$ cat src/rtl/spi_master_multi_pkg.sv
// Shared types for the multi-mode, multi-CS SPI master.
package spi_master_multi_pkg;

  typedef enum logic [1:0] {
    ST_IDLE  = 2'd0,
    ST_SETUP = 2'd1,
    ST_XFER  = 2'd2,
    ST_DONE  = 2'd3
  } state_e;

  // Per-transfer mode bits captured when start is accepted.
  typedef struct packed {
    logic cpol;
    logic cpha;
    logic hold_cs;
  } xfer_cfg_t;

  function automatic int unsigned cs_sel_width(input int unsigned n);
    return (n > 1) ? $clog2(n) : 1;
  endfunction

endpackage

$ cat src/rtl/spi_master_multi_edge_gen.sv
// SCK edge strobe generator: divider ticks every div+1 cycles while in_phase is high,
// and ticks during edge_en are numbered as alternating leading/trailing SCK edges.
module spi_master_multi_edge_gen #(
  parameter int unsigned DATA_W = 8,
  parameter int unsigned DIV_W  = 8
) (
  input  logic             clk,
  input  logic             reset,
  input  logic             in_phase,
  input  logic             edge_en,
  input  logic [DIV_W-1:0] div,
  output logic             tick_c,
  output logic             lead_stb_c,
  output logic             trail_stb_c,
  output logic             last_edge_c
);

  localparam int unsigned EDGES  = 2 * DATA_W;
  localparam int unsigned ECNT_W = $clog2(EDGES);

  logic [DIV_W-1:0]  cnt_q, cnt_d;
  logic [ECNT_W-1:0] edge_q, edge_d;

  // Both counters clear whenever in_phase is low.
  always_comb begin
    tick_c = in_phase && (cnt_q == div);
    cnt_d  = cnt_q;
    edge_d = edge_q;
    if (!in_phase) begin
      cnt_d  = '0;
      edge_d = '0;
    end else if (tick_c) begin
      cnt_d = '0;
      if (edge_en) edge_d = edge_q + ECNT_W'(1);
    end else begin
      cnt_d = cnt_q + DIV_W'(1);
    end
  end

  assign lead_stb_c  = tick_c && edge_en && !edge_q[0];
  assign trail_stb_c = tick_c && edge_en && edge_q[0];
  assign last_edge_c = tick_c && edge_en && (edge_q == ECNT_W'(EDGES - 1));

  always_ff @(posedge clk or negedge reset) begin
    if (!reset) begin
      cnt_q  <= '0;
      edge_q <= '0;
    end else begin
      cnt_q  <= cnt_d;
      edge_q <= edge_d;
    end
  end

endmodule

$ cat src/rtl/spi_master_multi.sv
// SPI master with runtime CPOL/CPHA, runtime SCK divider, N chip selects and CS hold
// across multi-word frames. SCK is a registered output driven from clk-domain edge strobes.
module spi_master_multi
  import spi_master_multi_pkg::*;
#(
  parameter  int unsigned DATA_W   = 8,
  parameter  int unsigned CS_COUNT = 4,
  parameter  int unsigned DIV_W    = 8,
  localparam int unsigned CS_SEL_W = cs_sel_width(CS_COUNT)
) (
  input  logic                clk,
  input  logic                reset,
  input  logic                start,
  input  logic [DATA_W-1:0]   d_in,
  input  logic [CS_SEL_W-1:0] cs_sel,
  input  logic                cpol,
  input  logic                cpha,
  input  logic [DIV_W-1:0]    div,
  input  logic                hold_cs,
  output logic [DATA_W-1:0]   d_out,
  output logic                busy,
  output logic                done,
  input  logic                miso,
  output logic                mosi,
  output logic                spi_clk,
  output logic [CS_COUNT-1:0] cs_n
);

  state_e              state_q, state_d;
  xfer_cfg_t           cfg_q, cfg_d;
  logic [DIV_W-1:0]    div_q, div_d;
  logic [CS_SEL_W-1:0] cs_sel_q, cs_sel_d;
  logic [DATA_W-1:0]   tx_q, tx_d;
  logic [DATA_W-1:0]   rx_q, rx_d;
  logic [DATA_W-1:0]   d_out_q, d_out_d;
  logic                busy_q, busy_d;
  logic                done_q, done_d;
  logic                mosi_q, mosi_d;
  logic                sclk_q, sclk_d;
  logic [CS_COUNT-1:0] cs_n_q, cs_n_d;

  logic                tick_c, lead_c, trail_c, last_c;
  logic                sample_c, shift_c;
  logic [CS_COUNT-1:0] sel_dec_c, cur_dec_c;

  spi_master_multi_edge_gen #(
    .DATA_W (DATA_W),
    .DIV_W  (DIV_W)
  ) u_edge_gen (
    .clk         (clk),
    .reset       (reset),
    .in_phase    ((state_q == ST_SETUP) || (state_q == ST_XFER)),
    .edge_en     (state_q == ST_XFER),
    .div         (div_q),
    .tick_c      (tick_c),
    .lead_stb_c  (lead_c),
    .trail_stb_c (trail_c),
    .last_edge_c (last_c)
  );

  // Active-low one-hot decode; an out-of-range index selects nothing.
  always_comb begin
    sel_dec_c = '1;
    cur_dec_c = '1;
    for (int unsigned i = 0; i < CS_COUNT; i++) begin
      if (cs_sel == CS_SEL_W'(i))   sel_dec_c[i] = 1'b0;
      if (cs_sel_q == CS_SEL_W'(i)) cur_dec_c[i] = 1'b0;
    end
  end

  assign sample_c = cfg_q.cpha ? trail_c : lead_c;
  assign shift_c  = cfg_q.cpha ? lead_c  : (trail_c && !last_c);

  always_comb begin
    state_d  = state_q;
    cfg_d    = cfg_q;
    div_d    = div_q;
    cs_sel_d = cs_sel_q;
    tx_d     = tx_q;
    rx_d     = rx_q;
    d_out_d  = d_out_q;
    busy_d   = busy_q;
    done_d   = 1'b0;
    mosi_d   = mosi_q;
    sclk_d   = sclk_q;
    cs_n_d   = cs_n_q;

    case (state_q)
      ST_IDLE: begin
        sclk_d = cfg_q.cpol;
        if (start) begin
          state_d       = ST_SETUP;
          cfg_d.cpol    = cpol;
          cfg_d.cpha    = cpha;
          cfg_d.hold_cs = hold_cs;
          div_d         = div;
          cs_sel_d      = cs_sel;
          tx_d          = d_in;
          rx_d          = '0;
          busy_d        = 1'b1;
          mosi_d        = d_in[DATA_W-1];
          sclk_d        = cpol;
          // A held CS for a different slave is released before the new one asserts.
          cs_n_d        = (cs_n_q == sel_dec_c) ? cs_n_q : '1;
        end
      end
      ST_SETUP: begin
        cs_n_d = cur_dec_c;
        if (tick_c) state_d = ST_XFER;
      end
      ST_XFER: begin
        if (lead_c || trail_c) sclk_d = ~sclk_q;
        if (sample_c) rx_d = {rx_q[DATA_W-2:0], miso};
        // cpha=1 re-presents the current MSB on its leading edge; cpha=0 moves to the next bit.
        if (shift_c) begin
          mosi_d = cfg_q.cpha ? tx_q[DATA_W-1] : tx_q[DATA_W-2];
          tx_d   = {tx_q[DATA_W-2:0], 1'b0};
        end
        if (last_c) state_d = ST_DONE;
      end
      ST_DONE: begin
        state_d = ST_IDLE;
        d_out_d = rx_q;
        done_d  = 1'b1;
        busy_d  = 1'b0;
        if (!cfg_q.hold_cs) cs_n_d = '1;
      end
      default: state_d = ST_IDLE;
    endcase
  end

  always_ff @(posedge clk or negedge reset) begin
    if (!reset) begin
      state_q  <= ST_IDLE;
      cfg_q    <= '0;
      div_q    <= '0;
      cs_sel_q <= '0;
      tx_q     <= '0;
      rx_q     <= '0;
      d_out_q  <= '0;
      busy_q   <= 1'b0;
      done_q   <= 1'b0;
      mosi_q   <= 1'b0;
      sclk_q   <= 1'b0;
      cs_n_q   <= '1;
    end else begin
      state_q  <= state_d;
      cfg_q    <= cfg_d;
      div_q    <= div_d;
      cs_sel_q <= cs_sel_d;
      tx_q     <= tx_d;
      rx_q     <= rx_d;
      d_out_q  <= d_out_d;
      busy_q   <= busy_d;
      done_q   <= done_d;
      mosi_q   <= mosi_d;
      sclk_q   <= sclk_d;
      cs_n_q   <= cs_n_d;
    end
  end

  assign d_out   = d_out_q;
  assign busy    = busy_q;
  assign done    = done_q;
  assign mosi    = mosi_q;
  assign spi_clk = sclk_q;
  assign cs_n    = cs_n_q;

endmodule
$ cat config.mk
export PLATFORM = sky130hd
export DESIGN_NAME = spi_master_multi
export DESIGN_NICKNAME = d
export VERILOG_FILES = /design/src/rtl/spi_master_multi_pkg.sv /design/src/rtl/spi_master_multi_edge_gen.sv /design/src/rtl/spi_master_multi.sv
export SDC_FILE = /design/constraint.sdc
export NUM_CORES = 1
export LEC_CHECK = 0
export BUFFER_PORTS_ARGS = -buffer_cell sky130_fd_sc_hd__buf_2
export CORE_MARGIN = 2
export CORE_UTILIZATION = 51
export DETAILED_ROUTE_END_ITERATION = 7
export GPL_ROUTABILITY_DRIVEN = 1
export PLACE_DENSITY = 0.75
export SLEW_MARGIN = 25
export SYNTH_ARGS = -nofsm -noshare
export SYNTH_HDL_FRONTEND = slang
export SYNTH_HIERARCHICAL = 1
export SYNTH_SLANG_ARGS = --single-unit
$ cat constraint.sdc
create_clock -name clk -period 2.3 [get_ports clk]
set_clock_uncertainty 0.1 [all_clocks]
set_input_delay 0.46 -clock clk [delete_from_list [all_inputs] [get_ports clk]]
set_output_delay 0.46 -clock clk [all_outputs]
set_load 0.01 [all_outputs]
==> Yosys cells after proc, flatten, opt, wreduce, memory -nomap -nowiden <==
Cells that the tools add are included.
{ "word_totals": {"latch_bits": 0, "mem_bits_ro": 0, "input_bits": 25, "reg_bits": 59, "output_inout_bits": 16, "mem_bits_rw": 0, "mem_count": 0, "elab_cells": 104} }
{ "op_classes": {"mul": 0, "n_div": 0, "eq_ne": 22, "shift": 0, "n_addsub": 2, "order_cmp": 0, "muxes": 39, "n_reduce_logical": 24, "bitwise": 1} }
{ "ops": {"columns": ["cell", "n"], "rows": [
  ["two-way mux 8 bit", 6],
  ["case mux 8 bit (2 select lines)", 2],
  ["two-way mux 4 bit", 6],
  ["inequality test 2 bit, second input constant", 9],
  ["two-way mux 1 bit", 17],
  ["== test 2 bit, second input constant", 6],
  ["case mux 4 bit (3 select lines)", 1],
  ["AND reduction 3 bit", 3],
  ["adder 8 x 1 -> 8 bit, second input constant", 1],
  ["== test 8 bit", 1],
  ["case mux 2 bit (4 select lines)", 1],
  ["AND reduction 2 bit", 4],
  ["== test 2 x 1 -> 1 bit, second input constant", 3],
  ["logical AND 1 bit", 6],
  ["zero test 2 bit", 3],
  ["two-way mux 2 bit", 3],
  ["case mux 1 bit (2 select lines)", 3],
  ["adder 4 x 1 -> 4 bit, second input constant", 1],
  ["== test 4 bit", 1],
  ["== test 4 bit, second input constant", 1],
  ["AND reduction 4 bit", 1],
  ["nonzero test 2 bit", 2],
  ["nonzero test 3 bit", 1],
  ["zero test 1 bit", 2],
  ["other kinds (3)", 4]
]} }

==> Logic depth before layout (Yosys ltp) <==
{ "logic_depth": {"depth_word": 10, "depth_mapped": 11, "ltp_nobuf": 10} }

==> Hierarchy <==
Netlist, hierarchy kept.
{ "by_module_without_submodules": {"columns": ["mod", "seq_area_each_um2", "instances", "cells_per_inst", "area_each_um2"], "rows": [
  ["spi_master_multi", 1181.1, 1, 180, 2128.3],
  ["spi_master_multi_edge_gen", 300.3, 1, 70, 685.7]
]} }

==> Least setup slack after synthesis <==
OpenSTA, ideal clock, no wires.
{ "synth_timing": {"path_type": "register -> register", "startpoint": "register u_edge_gen.cnt_q[4]", "endpoint": "register mosi_q, in the netlist mosi", "path_stages_with_launch": 9, "arrival_time_ns": 2.222, "t_required_ns": 2.075, "period_less_slack_ns": 2.447, "setup_time_ns": 0.125, "slack_ns": -0.147, "n_path_buf": 0, "cell_sequence": "dfrtp_1 > xnor2_1 > nand4_2 > nor3_1 > and3_1 > nor3b_1 > a21oi_1 > a21oi_2 > mux2_2"} }
{ "synth_between": {"word_cells_on_any_way": 11, "classes_between": "eq/ne: 2; mux: 1; reduce/logical: 8"} }
{ "synth_lines": {"columns": ["item", "line", "source"], "rows": [
  ["start, declared", "spi_master_multi_edge_gen.sv:21", "logic [DIV_W-1:0] cnt_q, cnt_d;"],
  ["start signal, assigned", "spi_master_multi_edge_gen.sv:49", "cnt_q <= cnt_d;"],
  ["== test 8 bit", "spi_master_multi_edge_gen.sv:26", "tick_c = in_phase && (cnt_q == div);"],
  ["logical AND 1 bit", "spi_master_multi_edge_gen.sv:26", null],
  ["logical AND 1 bit (2 in a row)", "spi_master_multi_edge_gen.sv:41", "assign trail_stb_c = tick_c && edge_en && edge_q[0];"],
  ["named net trail_c", "spi_master_multi.sv:42", "logic tick_c, lead_c, trail_c, last_c;"],
  ["logical AND 1 bit", "spi_master_multi.sv:72", "assign shift_c = cfg_q.cpha ? lead_c : (trail_c && !last_c);"],
  ["two-way mux 1 bit", "spi_master_multi.sv:72", null],
  ["inequality test 2 bit (no line)", null, null],
  ["AND reduction 3 bit (no line)", null, null],
  ["end signal, assigned", "spi_master_multi.sv:156", "mosi_q <= mosi_d;"],
  ["end, declared", "spi_master_multi.sv:38", "logic mosi_q, mosi_d;"]
]} }
The timed path passes the listed nets, and every way through them passes these cells.
A chain may end at the register's enable or synchronous reset.

==> Final worst setup path <==
Same ends and word-level chain as after synthesis.

==> reports/qor.txt <==
=========================================================================================
Number of storage elements in the synthesis netlist                                    59
Highest ir drop seen on vdd                                                    0.000559 V
Net count of the mapped netlist                                                       283
Overall via count from detail_route                                                  2001
Worst r2r path cells                                                                    8
Hold_buf cts                                                                            0
Required arrival time at the worst endpoint                                       2.43 ns
Critical path launch point                                                   u_edge_gen/cnt_q[4]$_DFF_PN0_
Minimum setup slack in the final design                                          0.108 ns
Cell count after synthesis                                                            250
Total routing resource utilization after global routing                             18.9%
Design area                                                                      3490 µm²
Clock buffer depth                                                                      2
Share of total power in combinational logic                                         42.8%
Final min period                                                                  2.19 ns
Final wirelength                                                                  5280 µm
Netlist cell types                                                                     45
Pint                                                                            0.00270 W
Max Fclk                                                                          456 MHz
Detail Route Antenna Nets                                                               0
Crit Reg-Reg Startpoint                                                      u_edge_gen/cnt_q[4]$_DFF_PN0_
Global route hottest layer                                                           met2
Smallest hold slack                                                            0.00939 ns
DRC                                                                                     0
Number of global-route vias before repair                                            1915
Type of destination of the critical path                                        flip-flop
DR vias/cell                                                                         5.16
Switching portion of total power                                                    38.4%
Die X-Extent                                                                      78.3 µm
Tightest Hold Check Type                                                     input pin to asynchronous set/reset pin
Number of pins exceeding their max-slew limit in the final report                       0
Max H-tree Level                                                                        3
Worst setup SP type                                                             flip-flop
Max Fanout on Critical Path                                                             4
Instance area after placement                                                    3210 µm²
Average routed wire per standard cell                                             13.6 µm
Worst slack at placement                                                        0.0519 ns
Post-synth top area share                                                           48.9%
Normalized max-slew margin                                                          62.3%
Leakage power                                                                     1.59 nW
Netlist Area Pre-Place                                                           2810 µm²
Placeable Area                                                                   5410 µm²
TritonCTS sink count                                                                   59
Top post-synthesis cells by area                                             sky130_fd_sc_hd__dfrtp_1 49%, sky130_fd_sc_hd__mux2_2 8.8%, sky130_fd_sc_hd__mux2i_1 3.9%, sky130_fd_sc_hd__dfstp_2 3.7%, sky130_fd_sc_hd__ha_1 3.6%
Clock network fraction of design power                                              18.9%
Clock tree from TritonCTS                                                            done
Root Buffer Master                                                           sky130_fd_sc_hd__clkbuf_8
Endpoints failing hold                                                                  0
Proportion of register bits with asynchronous set or reset after synthesis           100%
Slew @ Worst Pin                                                                 0.565 ns
Unrepaired setup endpoints after global routing                                       yes
Met1 demand-to-capacity share in global routing                                     25.4%
CTS buffer count                                                                        9
Number of flops mapped to enable cells by yosys                                         0
Synth-to-Final Area Change                                                          23.9%
Nets                                                                                  344
Total Power                                                                     0.00438 W
Number of DRC markers in iteration 0                                                  136
Met3 Resource Use GR                                                                4.83%
HPWL after detailed placement                                                     3610 µm
Share of synthesized area occupied by flip-flops and latches                        52.6%
WP data arrival                                                                   2.32 ns
Initial standard-cell utilization of the core                                       52.1%
Largest area contributor in the synthesized netlist                          sky130_fd_sc_hd__dfrtp_1
Buffers added on ports                                                                 40
Chip height                                                                       78.3 µm
Count leader, synth                                                          sky130_fd_sc_hd__dfrtp_1
Average cell area after synthesis                                                11.3 µm²
Worst-path clk slew                                                               0.07 ns
Global-route wire length before repair                                            8870 µm
Antenna violations before repair                                                        0
Path type of the worst setup path                                            flip-flop to flip-flop
Filler cell count in the final layout                                                 437
Predominant post-synthesis flop cell                                         sky130_fd_sc_hd__dfrtp_1
Net switching power                                                             0.00168 W
Final setup violation count                                                             0
Overflow left after global routing                                                      0
Proportion of layout cells with a drive suffix above 1                              39.6%
Worst-Skew Late Latency                                                           0.33 ns
Boundary pin count                                                                     41
Synth warn                                                                              6
Result of the run                                                            finished, final reports clean
Synth cell count leaders                                                     55 x sky130_fd_sc_hd__dfrtp_1, 26 x sky130_fd_sc_hd__nand2_1, 22 x sky130_fd_sc_hd__mux2_2, 18 x sky130_fd_sc_hd__nor2_1, 13 x sky130_fd_sc_hd__a21oi_1
FP Rows                                                                                27
Area of the die                                                                  6130 µm²
Pin count of the biggest net entering global routing                                   37
Share of total power in sequential cells                                            38.3%
Met2 demand-to-capacity share in global routing                                     27.8%
RePlAce Congestion                                                                  0.787
Final critical-path share of the clock period                                       95.3%
Initial DRT Pass Iterations                                                             4
Max capacitance violation total                                                         0
Total power per unit cell area                                                1260 nW/µm²
Inserted Diodes                                                                         0
=========================================================================================
[layer usage]
metal  vias to the layer above  wire, µm
met1                       950      2470
met5                         -         0
met4                         0       108
li1                        996         -
met2                        46      2450
met3                         9       246
[registers in the layout, summed over array words and instances, names as in the netlist]
signal / cells
tx_q: 8
rx_q: 8
state_q: 2
busy: 1
u_edge_gen/edge_q: 4
d_out: 8
cs_n: 4
u_edge_gen/cnt_q: 8
spi_clk: 1
cs_sel_q: 2
mosi: 1
done: 1
div_q: 8
cfg_q: 3
[timing repair]
item | 4_1_cts | 5_1_grt
cloned | 0 | 1
setup endpoints to repair | 1 | 17
buffers inserted | 0 | 4
resized for setup | 1 | 19
pin swaps | 0 | 8
[worst max-delay path, stage by stage (launching register included)]
cell	delay [ns]
sky130_fd_sc_hd__dfrtp_2	0.43
sky130_fd_sc_hd__xnor2_2	0.19
sky130_fd_sc_hd__nand4_2	0.18
sky130_fd_sc_hd__nor3_4	0.18
sky130_fd_sc_hd__and3_4	0.21
sky130_fd_sc_hd__nor3b_2	0.15
sky130_fd_sc_hd__a21oi_1	0.07
sky130_fd_sc_hd__a21oi_2	0.25
sky130_fd_sc_hd__mux2_4	0.32
[cell families after synthesis]
family          after synthesis  share of synthesized area, %
compound gates               41                          9.34
xor+xnor                     14                          4.36
fa+ha+maj                     8                          3.56
buf+inv                      17                          2.67
flops                        59                          52.6
mux                          37                          14.3
simple gates                 74                          13.1
[path summary, 6_finish.rpt]
check | endpoint | slack (ns)
hold reg to reg | rx_q[7]$_DFFE_PN0P_ | 0.38
setup reg to reg | mosi$_DFFE_PN0P_ | 0.11
min in group clk | cfg_q[1]$_DFFE_PN0P_ | 0.26
hold / removal | div_q[6]$_DFFE_PN0P_ | 0.009
setup / recovery | mosi$_DFFE_PN0P_ | 0.11
max in group asynchronous | rx_q[4]$_DFFE_PN0P_ | 1.50
[through the flow]
| stage | utilization [%] | setup TNS (ns) | cells |
|---|---|---|---|
| after floorplan | - | -0.0261 | 250 |
| after global placement | 59.3 | 0 | 367 |
| after detailed placement | 59.3 | 0 | 367 |
| after CTS | 62.7 | 0 | 383 |
| after global routing | 64.5 | -0.251 | 388 |
| final | 64.5 | 0 | 388 |
[final cells by class]
cell class | instances | area (µm²) | area share (%)
Tap cell | 72 | 90.1 | 2.58
Multi-Input combinational cell | 174 | 1340 | 38.5
Inverter | 9 | 35.0 | 1.00
Clock buffer | 10 | 138 | 3.95
Clock inverter | 6 | 41.3 | 1.18
Timing Repair Buffer | 58 | 355 | 10.2
Sequential cell | 59 | 1480 | 42.6
[power by group through the flow]
| stage | sequential (W) | combinational [W] | clock (W) |
|---|---|---|---|
| 3_3_place_gp | 0.00166 | 0.00169 | 0 |
| 5_1_grt | 0.00173 | 0.00209 | 0.000905 |
| 2_1_floorplan | 0.00166 | 0.00124 | 0 |
| 4_1_cts | 0.00166 | 0.00177 | 0.000852 |
| 6_report | 0.00168 | 0.00188 | 0.000830 |
| 3_5_place_dp | 0.00168 | 0.00175 | 0 |
[placed cells by master, fill, tap and decap left out, drive strengths merged, types with 2 or more instances in the layout]
cell / n
a21oi: 14
nor3: 2
nand4: 4
clkinvlp: 3
o21ai: 17
clkbuf: 10
xnor2: 10
a211oi: 2
and3: 5
mux2i: 11
dfrtp: 55
dfstp: 4
nand3b: 4
nand2: 26
or3: 2
mux2: 26
buf: 58
nand2b: 3
clkinv: 4
xor2: 4
ha: 8
nor2: 18
inv: 8
nand3: 4
Power figures use the tool's default switching activity.
